==> src/rtl/cdb_arbiter_pkg.sv <==
// Shared CDB result type and port map for the single-CDB arbiter.
// cdb_t mirrors the core's result record; only cdb_valid is interpreted here.
package cdb_arbiter_pkg;

  typedef struct packed {
    logic        cdb_valid;
    logic [4:0]  rob_idx;
    logic [4:0]  rd;
    logic [31:0] data;
  } cdb_t;

  localparam int CDB_PORTS    = 4;
  localparam int CDB_PORT_LSU = 0;
  localparam int CDB_PORT_ALU = 1;
  localparam int CDB_PORT_MUL = 2;
  localparam int CDB_PORT_DIV = 3;

endpackage

==> src/rtl/cdb_arbiter_if.sv <==
// FU-to-CDB result handshake: requests and results in, one-hot ack and broadcast out.
// master = functional-unit side, slave = arbiter side.
interface cdb_arbiter_if
  import cdb_arbiter_pkg::*;
#(
  parameter int NUM_FU = CDB_PORTS
);

  logic [NUM_FU-1:0]         fu_req;
  cdb_t [NUM_FU-1:0]         fu_cdb;
  logic [NUM_FU-1:0]         fu_ack;
  cdb_t                      cdb_out;
  logic [$clog2(NUM_FU)-1:0] cdb_src;

  modport master (
    output fu_req,
    output fu_cdb,
    input  fu_ack,
    input  cdb_out,
    input  cdb_src
  );

  modport slave (
    input  fu_req,
    input  fu_cdb,
    output fu_ack,
    output cdb_out,
    output cdb_src
  );

endinterface

==> src/rtl/cdb_arbiter_rr_pick.sv <==
// Combinational search for the first set request at or after a pointer, wrapping.
// Returns the winner as one-hot and as an index, plus a found flag.
module cdb_arbiter_rr_pick #(
  parameter int N = 4,
  parameter int W = $clog2(N)
) (
  input  logic [N-1:0] req,
  input  logic [W-1:0] ptr,
  output logic [N-1:0] onehot,
  output logic [W-1:0] idx,
  output logic         found
);

  logic [W:0] cand;

  always_comb begin
    onehot = '0;
    idx    = '0;
    found  = 1'b0;
    cand   = '0;
    for (int k = 0; k < N; k++) begin
      // Extra bit so ptr+k can exceed N-1 before the modulo fold.
      cand = {1'b0, ptr} + (W+1)'(k);
      if (cand >= (W+1)'(N)) cand = cand - (W+1)'(N);
      if (!found && req[cand[W-1:0]]) begin
        found               = 1'b1;
        idx                 = cand[W-1:0];
        onehot[cand[W-1:0]] = 1'b1;
      end
    end
  end

endmodule

==> src/rtl/cdb_arbiter.sv <==
// Single-CDB arbiter: grants one FU per cycle (starved > priority port > round robin)
// and broadcasts the captured result one cycle later.
module cdb_arbiter
  import cdb_arbiter_pkg::*;
#(
  parameter int NUM_FU     = CDB_PORTS,
  parameter int PRIO_PORT  = CDB_PORT_LSU,
  parameter int MAX_STARVE = 3
) (
  input  logic          clk,
  input  logic          rst,
  input  logic          flush,
  cdb_arbiter_if.slave  bus
);

  localparam int W  = $clog2(NUM_FU);
  localparam int SW = $clog2(MAX_STARVE + 1);

  logic [W-1:0]              rr_ptr;
  logic [NUM_FU-1:0][SW-1:0] starve;
  logic [NUM_FU-1:0]         starved_req;

  logic [NUM_FU-1:0] oh_s, oh_r;
  logic [W-1:0]      idx_s, idx_r;
  logic              found_s, found_r;

  logic [NUM_FU-1:0] ack;
  logic [W-1:0]      g;
  logic              grant_any;
  logic [W-1:0]      next_ptr;

  cdb_t              cdb_q;
  logic [W-1:0]      src_q;

  always_comb begin
    starved_req = '0;
    for (int i = 0; i < NUM_FU; i++) begin
      starved_req[i] = bus.fu_req[i] && (i != PRIO_PORT) &&
                       (starve[i] >= SW'(MAX_STARVE));
    end
  end

  cdb_arbiter_rr_pick #(.N(NUM_FU), .W(W)) u_rr_pick_starved (
    .req    (starved_req),
    .ptr    (rr_ptr),
    .onehot (oh_s),
    .idx    (idx_s),
    .found  (found_s)
  );

  cdb_arbiter_rr_pick #(.N(NUM_FU), .W(W)) u_rr_pick_plain (
    .req    (bus.fu_req),
    .ptr    (rr_ptr),
    .onehot (oh_r),
    .idx    (idx_r),
    .found  (found_r)
  );

  // Grant never looks at fu_cdb: the FU only drives its result once acked.
  always_comb begin
    ack       = '0;
    g         = '0;
    grant_any = 1'b0;
    if (rst && !flush) begin
      if (found_s) begin
        ack       = oh_s;
        g         = idx_s;
        grant_any = 1'b1;
      end else if (bus.fu_req[PRIO_PORT]) begin
        ack[PRIO_PORT] = 1'b1;
        g              = W'(PRIO_PORT);
        grant_any      = 1'b1;
      end else if (found_r) begin
        ack       = oh_r;
        g         = idx_r;
        grant_any = 1'b1;
      end
    end
  end

  assign next_ptr = (g == W'(NUM_FU - 1)) ? '0 : g + W'(1);

  always_ff @(posedge clk or negedge rst) begin
    if (!rst) begin
      cdb_q  <= '0;
      src_q  <= '0;
      rr_ptr <= '0;
      starve <= '0;
    end else begin
      if (grant_any) begin
        cdb_q <= bus.fu_cdb[g].cdb_valid ? bus.fu_cdb[g] : '0;
        src_q <= g;
        if (g != W'(PRIO_PORT)) rr_ptr <= next_ptr;
      end else begin
        cdb_q <= '0;
      end

      for (int i = 0; i < NUM_FU; i++) begin
        if (flush || (i == PRIO_PORT) || !bus.fu_req[i] || ack[i]) begin
          starve[i] <= '0;
        end else if (starve[i] < SW'(MAX_STARVE)) begin
          starve[i] <= starve[i] + SW'(1);
        end
      end
    end
  end

  assign bus.fu_ack  = ack;
  assign bus.cdb_out = cdb_q;
  assign bus.cdb_src = src_q;

  a_ack_onehot0 : assert property (@(posedge clk) disable iff (!rst) $onehot0(ack));

endmodule

==> src/flat_wrapper.sv <==
// flat-port wrapper written by rule: the top's interface ports become plain ports
module cdb_arbiter_flat import cdb_arbiter_pkg::*;
#(
  parameter int NUM_FU     = CDB_PORTS,
  parameter int PRIO_PORT  = CDB_PORT_LSU,
  parameter int MAX_STARVE = 3
)
  (clk, rst, flush, bus_fu_req, bus_fu_cdb, bus_fu_ack, bus_cdb_out, bus_cdb_src);
  cdb_arbiter_if #(.NUM_FU(NUM_FU)) bus_i ();
  input  logic clk;
  input  logic rst;
  input  logic flush;
  input wire logic [$bits(bus_i.fu_req)-1:0] bus_fu_req;
  input wire logic [$bits(bus_i.fu_cdb)-1:0] bus_fu_cdb;
  output wire logic [$bits(bus_i.fu_ack)-1:0] bus_fu_ack;
  output wire logic [$bits(bus_i.cdb_out)-1:0] bus_cdb_out;
  output wire logic [$bits(bus_i.cdb_src)-1:0] bus_cdb_src;
  assign bus_i.fu_req = bus_fu_req;
  assign bus_i.fu_cdb = bus_fu_cdb;
  assign bus_fu_ack = bus_i.fu_ack;
  assign bus_cdb_out = bus_i.cdb_out;
  assign bus_cdb_src = bus_i.cdb_src;
  cdb_arbiter #(.NUM_FU(NUM_FU), .PRIO_PORT(PRIO_PORT), .MAX_STARVE(MAX_STARVE)) u_core (.clk(clk), .rst(rst), .flush(flush), .bus(bus_i));
endmodule
==> config.mk <==
export PLATFORM = sky130hd
export DESIGN_NAME = cdb_arbiter_flat
export DESIGN_NICKNAME = d
export VERILOG_FILES = /design/src/rtl/cdb_arbiter_pkg.sv /design/src/rtl/cdb_arbiter_if.sv /design/src/rtl/cdb_arbiter_rr_pick.sv /design/src/rtl/cdb_arbiter.sv /design/src/flat_wrapper.sv
export SDC_FILE = /design/constraint.sdc
export NUM_CORES = 1
export LEC_CHECK = 0
export ABC_AREA = 1
export CAP_MARGIN = 10
export CORE_MARGIN = 5
export CORE_UTILIZATION = 35
export DETAILED_ROUTE_END_ITERATION = 10
export HOLD_SLACK_MARGIN = 0.02
export PLACE_DENSITY = 0.82
export SYNTH_ARGS = -nofsm -noshare
export SYNTH_HDL_FRONTEND = slang
export SYNTH_SLANG_ARGS = --single-unit
export TNS_END_PERCENT = 100
==> constraint.sdc <==
create_clock -name clk -period 4.25 [get_ports clk]
set_clock_uncertainty 0.15 [all_clocks]
set_input_delay 0.6375 -clock clk [delete_from_list [all_inputs] [get_ports clk]]
set_output_delay 0.6375 -clock clk [all_outputs]
set_load 0.05 [all_outputs]
-- Word-level counts from Yosys, hierarchy flattened
Index checks and enable logic that the tools add are counted.
- register bits: 53
- bits of input ports: 179
- output and inout bits: 49
- word-level logic and storage cells: 157
- add/sub/neg operators: 11
- order comparisons: 19
- equality and inequality tests: 1
- multiplexer cells: 76
- bitwise logic cells: 6
- reduce and logical (&&, ||, !) cells: 35
- operators with widths (cell ; count):
    $mux 43 ; 3
    $bmux 43 s2 ; 1
    $mux 2 ; 23
    $mux 4 ; 11
    $mux 1 ; 25
    $or 4x4->4 ; 6
    $bmux 1 s2 ; 8
    $lt 2x3->1 const B ; 5
    $logic_and 1x1->1 ; 14
    $logic_not 1->1 ; 10
    $ge 3x3->1 const B ; 3
    $add 2x1->2 const B ; 4
    $demux 1 s2 ; 4
    $ge 2x1->1 const B ; 4
    $reduce_bool 2->1 ; 4
    $sub 2x1->2 const B ; 4
    $add 2x2->3 const B ; 2
    $ge 2x2->1 const B ; 3
    $logic_or 1x1->1 ; 6
    $lt 2x2->1 const B ; 3
    $add 2x1->3 const B ; 1
    $ge 2x3->1 const B ; 1
    $mux 3 ; 1
    $eq 2x2->1 const B ; 1
    $reduce_and 2->1 ; 1

-- Depth between registers and ports, before layout
- depth after elaboration: 22
- gate-level depth with buffers: 20
- mapped depth without buffers: 18

-- By module
A second synthesis with hierarchy kept.
- cell total of the unflattened synthesis: 831
- area total of the unflattened synthesis: 5163.7 µm²
- modules (own cells, without submodules) (module ; instances ; cells an instance ; area each (µm²) ; seq. area each (µm²)):
    cdb_arbiter ; 1 ; 683 ; 4282.9 ; 1326.3
    cdb_arbiter_rr_pick ; 2 ; 74 ; 440.4 ; 0.0

-- Worst setup path after synthesis
Ideal clock, no wire load.
- path type: reg-to-output
- from: reg u_core.rr_ptr[1]
- to: out bus_fu_ack[0]
- arrival time: 2570 ps
- data required time: 3462 ps
- slack: 893 ps
- stages on the path, launching flop included: 13
- buffers on the path: 2
- cell sequence: dfrtp_1 -> inv_2 -> buf_2 -> ha_1 -> buf_2 -> inv_1 -> nand2_1 -> nand2_1 -> nor2_2 -> nand2_2 -> o221ai_1 -> a21oi_1 -> nor2_1
- word-level cells in the longest chain between the ends: 18
- elaborated cells on any way between the ends: 89
- classes of those cells: add/sub: 7; order compare: 12; mux: 48; bitwise: 6; reduce/logical: 16
- RTL lines (element ; line ; text):
    start, declared ; cdb_arbiter.sv:19 ; logic [W-1:0] rr_ptr;
    start signal, assigned ; cdb_arbiter.sv:93 ; if (g != W'(PRIO_PORT)) rr_ptr <= next_ptr;
    branches (longest 16 deep; another with $add 2x1->3) ; -- ;
    $mux 4 (*) ; cdb_arbiter.sv:65 ; if (found_s) begin
    $mux 4 (*) ; cdb_arbiter.sv:64 ; if (rst && !flush) begin
    end, declared ; flat_wrapper.sv:15 ; output wire logic [$bits(bus_i.fu_ack)-1:0] bus_fu_ack;
Mark *: on every way between the ends. The select of a mux whose other input is x is not followed.

-- Final worst setup path
- from: reg u_core.rr_ptr[1]
- to: out bus_fu_ack[3]
- word-level cells in the longest chain between the ends: 18
- elaborated cells on any way between the ends: 89
- classes of those cells: add/sub: 7; order compare: 12; mux: 48; bitwise: 6; reduce/logical: 16
- RTL lines (element ; line):
    branches (longest 16 deep; another with $add 2x1->3) ; --
    $mux 4 (*) ; cdb_arbiter.sv:65
    $mux 4 (*) ; cdb_arbiter.sv:64
Marks and branches as above.

==> results.sh <==
export IMPL_pwr_density_cell_mw_per_mm2=454
export IMPL_via_count_of_the_first_global_routing_pass=5296
export IMPL_port_buffers=227
export IMPL_rsz0062_at_grt="false"
export IMPL_crit_top_cell="sky130_fd_sc_hd__nand2_1"
export IMPL_syn_cell_area_mm2=0.00486
export IMPL_detail_route_iter0_violations=347
export IMPL_worst_path_largest_cell_delay_ns=0.58
export IMPL_post_cts_repair_resize_count=0
export IMPL_number_of_hold_violations_in_the_final_report=0
export IMPL_ys_types=27
export IMPL_finalCriticalPeriod_ns=3.85
export IMPL_floorplan_io_pins=228
export IMPL_antenna_found_initial=1
export IMPL_crit_path_class="reg2out"
export IMPL_cts_buffers=5
export IMPL_postRouteWirelength_um=16600
export IMPL_postSynth_asyncResetShare_pct=100
export IMPL_grt_overflow_total=0
export IMPL_final_min_period_over_clock_period_pct=90.7
export IMPL_status="complete, no violations"
export IMPL_layout_core_utilization_pct=53.7
export IMPL_clock_tree_from_tritoncts="yes"
export IMPL_clock_latency_ns=0.29
export IMPL_cap_violations=0
export IMPL_placeableCoreArea_mm2=0.0137
export IMPL_routedWlPerCell_um=14.1
export IMPL_cell_type_of_the_slowest_stage_on_the_worst_timing_path="sky130_fd_sc_hd__dfrtp_1"
export IMPL_die_area_mm2=0.0163
export IMPL_syn_mean_instance_area_um2=6.18
export IMPL_timing_critical_path_from_type="flop"
export IMPL_setup_total_negative_slack_ns=0
export IMPL_clock_fmax_mhz=260
export IMPL_postRouteAntennaNets=0
export IMPL_least_margin_pin_slew_ns=0.704
export IMPL_report_power_total_mw=3.34
export IMPL_yosys_warnings=0
export IMPL_first_pass_iters=5
export IMPL_final_max_slew_viol_count=0
export IMPL_grt_max_degree=54
export IMPL_cts_max_path_buffers=2
export IMPL_post_synth_inst_count=786
export IMPL_crit_arrival_ns=3.07
export IMPL_synth_seq_area_share_pct=27.3
export IMPL_drt_vias_per_instance=4.76
export IMPL_peakVddDrop_uv=240
export IMPL_drt_drc_violations_left=0
export IMPL_max_slew_margin_rel_pct=53.0
export IMPL_crit_path_cell_trace="inv_2, ha_1, inv_1, nand3_1, nand2_1, nor2_1, nand2_1, o21ai_0, nor2_1, o21ai_0, nand2_1, nand2_1, nand3_1, inv_1, buf_4"
export IMPL_cts_max_level=2
export IMPL_critical_path_endpoint_type="primary output"
export IMPL_cts_root_buffer="sky130_fd_sc_hd__clkbuf_16"
export IMPL_die_height_um=128
export IMPL_synth_main_ff_cell="sky130_fd_sc_hd__dfrtp_1"
export IMPL_cts_sinks=53
export IMPL_worst_hold_path_type="reg2reg"
export IMPL_postSynthNetCount=977
export IMPL_number_of_filler_cells_placed_in_the_layout=1377
export IMPL_grt_first_pass_wirelength_um=25800
export IMPL_place_detailed_hpwl_um=12700
export IMPL_p_leak_nw=3.91
export IMPL_highest_net_fanout_along_the_worst_path=15
export IMPL_post_cts_repair_setup_buffers=0
export IMPL_cts_hold_buffers_added=0
export IMPL_timing_critical_path_required_ns=3.46
export IMPL_yosys_register_bits=53
export IMPL_number_of_enable_type_register_cells_in_the_synthesized_netlist=0
export IMPL_design_final_nets=1182
export IMPL_global_route_usage_total_pct=19.3
export IMPL_detailroute_via_count=5573
export IMPL_final_layout_size_suffix_gt1_share_pct=4.54
export IMPL_gp_routability_congestion=0.912
export IMPL_chipWidth_um=128
export IMPL_cts_clk_slew_worst_paths_ns=0.07
export IMPL_setup_viol=0
export IMPL_number_of_core_rows=43
export IMPL_initial_utilization_pct=35.4
export IMPL_synthToLayoutAreaGrowth_pct=51.5
export IMPL_worstPathBufferInverterCount=4
export IMPL_family_of_cells_with_the_greatest_summed_delay_on_the_critical_path="simple AND/OR/NAND/NOR gates"
==> logic make-up (layout without fill, tap and decap cells) <==
family                   after synthesis  count (layout)  share of synthesized area [%]
AO/OA/AOI/OAI                         29              29                           3.43
XOR/XNOR                               3               3                          0.541
adder cells (fa/ha/maj)               12              12                           3.09
buffers and inverters                202             407                           17.1
flip-flops                            53              53                           27.3
multiplexers                           3               3                          0.618
other                                  0               1                              0
AND/OR/NAND/NOR                      484             484                           47.9
==> registers in the layout, summed over array words and instances (netlist names) <==
signal,flops
u_core.bus.cdb_src,2
u_core.rr_ptr,2
u_core.starve,6
u_core.bus.cdb_out,43
==> metal layers <==
layer | part of all wire (%) | routed length [um] | GRT usage, %
met4 | 3.6 | 595 | 7.87
met3 | 9.8 | 1620 | 5.08
met2 | 48 | 7930 | 33.3
met5 | 0 | 0 | 0
met1 | 39 | 6410 | 22.7
==> placed cells by master, fill, tap and decap left out, drive strengths merged <==
cell type | netlist | final
clkdlybuf4s50 | 0 | 222
ha | 12 | 12
nor3 | 2 | 2
nand3b | 85 | 85
mux2i | 3 | 3
o22ai | 5 | 5
nand4 | 3 | 3
clkinvlp | 0 | 1
or2 | 1 | 1
nand2 | 211 | 211
o21ai | 13 | 13
inv | 159 | 159
o221ai | 3 | 3
buf | 39 | 19
diode | 0 | 1
a21oi | 8 | 8
nand3 | 110 | 110
nor2 | 72 | 72
xor2 | 3 | 3
clkbuf | 4 | 6
dfrtp | 53 | 53
==> Yosys cell counts, types with 3 or more instances <==
| master | number | area (um^2) |
|---|---|---|
| sky130_fd_sc_hd__nand2_1 | 205 | 769 |
| sky130_fd_sc_hd__inv_1 | 153 | 574 |
| sky130_fd_sc_hd__nand3_1 | 108 | 541 |
| sky130_fd_sc_hd__nand3b_1 | 85 | 638 |
| sky130_fd_sc_hd__nor2_1 | 69 | 259 |
| sky130_fd_sc_hd__dfrtp_1 | 53 | 1330 |
| sky130_fd_sc_hd__buf_2 | 33 | 165 |
| sky130_fd_sc_hd__ha_1 | 12 | 150 |
| sky130_fd_sc_hd__o21ai_0 | 10 | 50.1 |
| sky130_fd_sc_hd__a21oi_1 | 8 | 40.0 |
| sky130_fd_sc_hd__inv_2 | 6 | 22.5 |
| sky130_fd_sc_hd__nand2_2 | 6 | 37.5 |
| sky130_fd_sc_hd__o22ai_1 | 5 | 31.3 |
| sky130_fd_sc_hd__buf_4 | 4 | 30.0 |
| sky130_fd_sc_hd__clkbuf_1 | 4 | 15.0 |
| sky130_fd_sc_hd__mux2i_1 | 3 | 30.0 |
| sky130_fd_sc_hd__nand4_1 | 3 | 18.8 |
| sky130_fd_sc_hd__o221ai_1 | 3 | 26.3 |
| sky130_fd_sc_hd__xor2_1 | 3 | 26.3 |
==> per-stage QoR <==
step | hold WS [ns] | std cells | setup WS (ns) | instance area (um^2)
floorplan | 0.192 | 786 | 0.893 | 4860
global placement | 0.324 | 1164 | 0.632 | 7210
detailed placement | 0.337 | 1164 | 0.600 | 7210
CTS | 0.354 | 1171 | 0.455 | 7360
global route | 0.387 | 1172 | 0.0923 | 7360
finish | 0.346 | 1172 | 0.397 | 7360
==> worst paths after layout <==
kind	from	to	slack (ns)	cells after the start
min reg2reg	u_core.bus.cdb_src[1]	u_core.bus.cdb_src[1]	0.35	2
min in group asynchronous	rst	u_core.bus.cdb_out[28]	0.39	2
max in group asynchronous	rst	u_core.bus.cdb_src[0]	3.07	2
max reg2reg	u_core.rr_ptr[1]	u_core.bus.cdb_out[24]	0.69	16
max	u_core.rr_ptr[1]	bus_fu_ack[3]	0.40	15
min	u_core.bus.cdb_src[1]	u_core.bus.cdb_src[1]	0.35	2
==> worst reg2reg max path, cell delays in order (launching register included) <==
cell and delay, ns:
sky130_fd_sc_hd__dfrtp_1 0.58, sky130_fd_sc_hd__inv_2 0.22, sky130_fd_sc_hd__ha_1 0.48, sky130_fd_sc_hd__inv_1 0.13
sky130_fd_sc_hd__nand2_1 0.09, sky130_fd_sc_hd__nand2_1 0.10, sky130_fd_sc_hd__nor2_2 0.18, sky130_fd_sc_hd__nand2_2 0.16
sky130_fd_sc_hd__nor2_4 0.23, sky130_fd_sc_hd__nand2_2 0.17, sky130_fd_sc_hd__nand2_2 0.14, sky130_fd_sc_hd__buf_4 0.45
sky130_fd_sc_hd__nand2_1 0.12, sky130_fd_sc_hd__nand3_1 0.10, sky130_fd_sc_hd__nand2_1 0.07, sky130_fd_sc_hd__inv_1 0.06
sky130_fd_sc_hd__nor2_1 0.04
==> power breakdown <==
part	internal [mW]	leakage, nW	switching (mW)
Sequential	0.584	0.716	0.0424
Combinational	0.760	3.13	1.53
Clock	0.232	0.0690	0.195
==> final cells by class <==
class	instances	area [um^2]	share of cell area, %
multi-input combinational	531	2700	36.7
timing repair buffer	241	2360	32.1
sequential	53	1330	18.0
inverter	159	597	8.11
tap	180	225	3.06
clock buffer	6	139	1.89
clock inverter	1	7.51	0.102
antenna	1	2.50	0.0340
Power figures use the tool's default switching activity.
==> edit 1 (same flow settings) <==
Set the package constant `CDB_PORTS` to 2 (it was 4).
--- a/src/rtl/cdb_arbiter_pkg.sv
+++ b/src/rtl/cdb_arbiter_pkg.sv
@@ -11,3 +11,3 @@
 
-  localparam int CDB_PORTS    = 4;
+  localparam int CDB_PORTS    = 2;
   localparam int CDB_PORT_LSU = 0;
Interface: changed (resized bus_cdb_src, bus_fu_ack, bus_fu_cdb and bus_fu_req); port bits go from 228 to 137. No check against the original RTL was run, so the function may have changed too.
==> edit 1 against the original RTL <==
- critical path type is now in -> out
- worst setup slack better by 0.83 ns
- maximum frequency increased by 28%
- area after synthesis down 53%
- sequential cell count shrank 7
- die area down 50%
- power down 71%
- synthesized cell count shrank 62%
- design area shrank 49%
- via count fell by 59%
- wire length shrank 61%
==> edit 1: results (changes against the original RTL) <==
- Met1 usage: 16.3% (-6.4 points)
- First-pass GRT wire length: 10300 µm (-60%)
- Syn Inst Count: 302 (-62%)
- Largest net degree at the start of global routing: 47 (-13%)
- DR iter-0 viols: 66 (-81%)
- DR WL met3: 456 µm (-72%)
- Outcome: complete, no violations
- Critical Path Fanout Max: 5 (-10)
- Routability congestion estimate: 0.733 (-20%)
- Global routing usage on met2: 29.2% (-4.0 points)
- Leak: 1.98 nW (-49%)
- Wire length on met2: 3550 µm (-55%)
- Cell Count, Final, Fillers Out: 511 (-56%)
- Sequential element share of the synthesized area: 50.7% (+23 points)
- Net Count, Synth: 394 (-60%)
- Post-synthesis mux area share: 0% (-0.62 points)
- Post-synth top cells: nand2_1 (93), inv_1 (50), dfrtp_1 (46)
- Initial antenna violation count: 0 (-1)
- Compound-cell area share of the yosys netlist: 0.441% (-3.0 points)
- GRT Overall Usage: 15.4% (-3.9 points)
- Hold crit path type: in -> async
- Placed insts: 503 (-57%)
- Synth Area in XOR/XNOR: 0.385% (-0.16 points)
- Pre-CTS setup slack: 1.10 ns (+0.499 ns)
- GRT met3 Usage: 3.92% (-1.2 points)
- DP HPWL: 4910 µm (-61%)
-- edit 1: cell types whose count changed after synthesis, moves of 9 or more --
cell / change
nand2_1: -112
inv_1: -103
nand3b_1: -84
nand3_1: -65
nor2_1: -32
buf_2: -28
ha_1: -11
o21ai_0: -9
-- edit 1: worst paths after layout --
check / from / end / slack [ns] / cells past startpoint
max in group asynchronous: rst / u_core.bus.cdb_out[0]$_DFF_PN0_ / 3.25 / 2
setup reg to reg: u_core.starve[2]$_DFFE_PN0P_ / u_core.bus.cdb_out[20]$_DFF_PN0_ / 1.98 / 8
min in group clk: u_core.starve[3]$_DFFE_PN0P_ / u_core.starve[3]$_DFFE_PN0P_ / 0.41 / 2
setup / recovery: bus_fu_req[1] / bus_fu_ack[0] / 1.23 / 5
hold reg to reg: u_core.starve[3]$_DFFE_PN0P_ / u_core.starve[3]$_DFFE_PN0P_ / 0.41 / 2
hold / removal: rst / u_core.bus.cdb_out[3]$_DFF_PN0_ / 0.32 / 2
-- edit 1: power groups by stage --
stage	Clock, mW	Combinational (mW)	Sequential, mW
final	0.266	0.241	0.454
after CTS	0.275	0.243	0.454
after detailed placement	0	0.243	0.463
after floorplan	0	0.0690	0.506
after global placement	0	0.239	0.462
after global routing	0.290	0.262	0.456
-- edit 1: critical path, cell delays in order --
cell,delay (ns)
clkdlybuf4s50_1,0.50
nand2_1,0.12
nand2_1,0.06
nor2_1,0.10
clkdlybuf4s50_1,0.81
-- edit 1: final cells by class --
class / count / area (µm²) / area share, %
multi-input combinational: 190 / 837 / 22.3
inverter: 50 / 188 / 4.99
sequential: 46 / 1150 / 30.6
timing repair buffer: 140 / 1400 / 37.1
tap: 77 / 96.3 / 2.56
clock inverter: 1 / 5.00 / 0.133
clock buffer: 7 / 86.3 / 2.30
==> edit 2 (same settings) <==
Without the edit above. Make the reset (`rst`) synchronous in one clocked block.
--- a/src/rtl/cdb_arbiter.sv
+++ b/src/rtl/cdb_arbiter.sv
@@ -82,3 +82,3 @@
 
-  always_ff @(posedge clk or negedge rst) begin
+  always_ff @(posedge clk) begin
     if (!rst) begin
Function: differs if rst is asserted again (counterexample within 4 cycles, from zero or initial values and one cycle with rst low); with rst held inactive, the same outputs for 10 cycles.
==> edit 2 against the original RTL <==
- wire length is 6.5% higher
- worst setup slack improved by 0.15 ns
- area after synthesis increased by 1.7%
- design area grew 0.24%
- maximum frequency rose by 4.0%
- synthesized cell count is 11% higher
- sequential cell count unchanged
Power is not compared: it rests on default switching activity, and its combinational part moved more than twofold at a synthesized area within 25%.
==> edit 2: results (changes against the original RTL) <==
- GRT Overall Usage: 20.3% (+0.98 points)
- Synth top area cells: dfxtp_1 (21%), nand2_1 (17%), inv_1 (16%), nand4_1 (11%), nand3_1 (11%)
- Clock tree buffer depth: 2 (unchanged)
- Vias in the first global route: 5627 (+6.3%)
- Flop-to-flop setup slack: 0.74 ns (+0.05 ns)
- Critical Path Fanout Max: 5 (-10)
- Net Count, Synth: 1061 (+8.6%)
- DP HPWL: 12800 µm (+0.94%)
- FILL cells: 1398 (+1.5%)
- Met1 wire length: 6950 µm (+8.4%)
- Synth Area in Adders: 3.04% (-0.052 points)
- DR WL met3: 1740 µm (+7.5%)
- Setup Buffers After CTS: 0 (unchanged)
- Nets: 1251 (+5.8%)
- Reg2reg path depth: 14 (-2)
- Worst slew margin: 37.8% (-15 points)
- Hold crit path type: reg -> reg
- Share of cells above drive strength 1: 7.07% (+2.5 points)
- First-pass DRT Iterations: 7 (+2)
- Global routing usage on met2: 34.6% (+1.4 points)
- Clock Latency Late Sink: 0.30 ns
- Leak: 4.08 nW
- Root Buffer: clkbuf_16
- Ant. Diodes: 0 (-1)
- Reg2Reg Launch Point: u_core.rr_ptr[0]$_SDFFE_PN0P_
- Sequential element share of the synthesized area: 21.5% (-5.8 points)
- Internal power: 1.12 mW
- Largest register FFs: 43 (unchanged)
- Routability congestion estimate: 0.885 (-3.0%)
- Worst reg2reg path endpoint: u_core.bus.cdb_out[5]$_SDFF_PN0_
- Synth Area in XOR/XNOR: 0.532% (-0.0092 points)
- Wire length on met2: 8460 µm (+6.7%)
- Post-synthesis mux area share: 0.608% (-0.010 points)
- Netlist cell types: 34 (+26%)
- DP Area: 7220 µm² (+0.12%)
- DR iter-0 viols: 419 (+21%)
- Met1 usage: 23.9% (+1.1 points)
- First-pass GRT wire length: 27300 µm (+6.0%)
- Critical Path Source: bus_fu_req[1]
- Worst-path clk slew: 0.07 ns (about the same)
- Hold Path Sink: u_core.bus.cdb_src[1]$_SDFFE_PN0P_
- GRT met3 Usage: 5.94% (+0.85 points)
- Largest net degree at the start of global routing: 87 (+61%)
- Worst hold start: u_core.bus.cdb_src[1]$_SDFFE_PN0P_
- FFs w/ async S/R, synth: 0% (-100 points)
- Drt via density: 4.85 (+1.9%)
- Outcome: complete, no violations
- Uppermost layer routed: met5
- Post-Route WL: 17600 µm (+6.5%)
- Post-synth top cells: nand2_1 (224), inv_1 (213), nand3_1 (112)
- Worst setup SP type: input port
## edit 2: cell type report
| cell class | count | share of cell area (%) |
|---|---|---|
| flip-flops and latches | 53 | 14.4 |
| well taps | 180 | 3.05 |
| clock buffers | 7 | 2.07 |
| inverters | 238 | 12.1 |
| repair buffers | 237 | 32.0 |
| multi-input cells | 525 | 36.3 |
| clock inverters | 1 | 0.0678 |
## edit 2: worst max-delay path: stages
cell and delay (ns):
clkdlybuf4s50_1 0.56, nand2_1 0.11, nor2_1 0.18, inv_1 0.09, nand2_1 0.06, nand2_1 0.09, nor3_1 0.42, a21oi_1 0.13
o21ai_0 0.10, o21ai_0 0.19, nor2_1 0.14, buf_4 0.21
## edit 2: through the flow
step                      setup slack [ns]  power [mW]  util [%]  hold slack [ns]  std cells
after CTS                            0.569        1.86      53.2            0.322       1241
after global routing                 0.300        1.96      53.2            0.355       1241
after global placement               0.606        1.40      52.0            0.303       1233
after detailed placement             0.537        1.40      52.0            0.309       1233
after floorplan                      0.683        1.08         -            0.333        870
final                                0.546        1.84      53.2            0.320       1241
## edit 2: worst max path at each step
stage | end | slack, ns
6_report | bus_fu_ack[3] | 0.55
5_1_grt | bus_fu_ack[1] | 0.30
4_1_cts | bus_fu_ack[3] | 0.57
3_5_place_dp | u_core.bus.cdb_out[28]$_SDFF_PN0_ | 0.54
3_3_place_gp | u_core.bus.cdb_out[30]$_SDFF_PN0_ | 0.61
2_1_floorplan | bus_fu_ack[1] | 0.68
## edit 2: cell families (layout without fill, tap and decap cells)
kind of cell / count (synthesis) / count (layout)
XOR/XNOR: 3 / 3
buffers and inverters: 292 / 483
AND/OR/NAND/NOR: 474 / 474
AO/OA/AOI/OAI: 33 / 33
flip-flops: 53 / 53
multiplexers: 3 / 3
adder cells (fa/ha/maj): 12 / 12
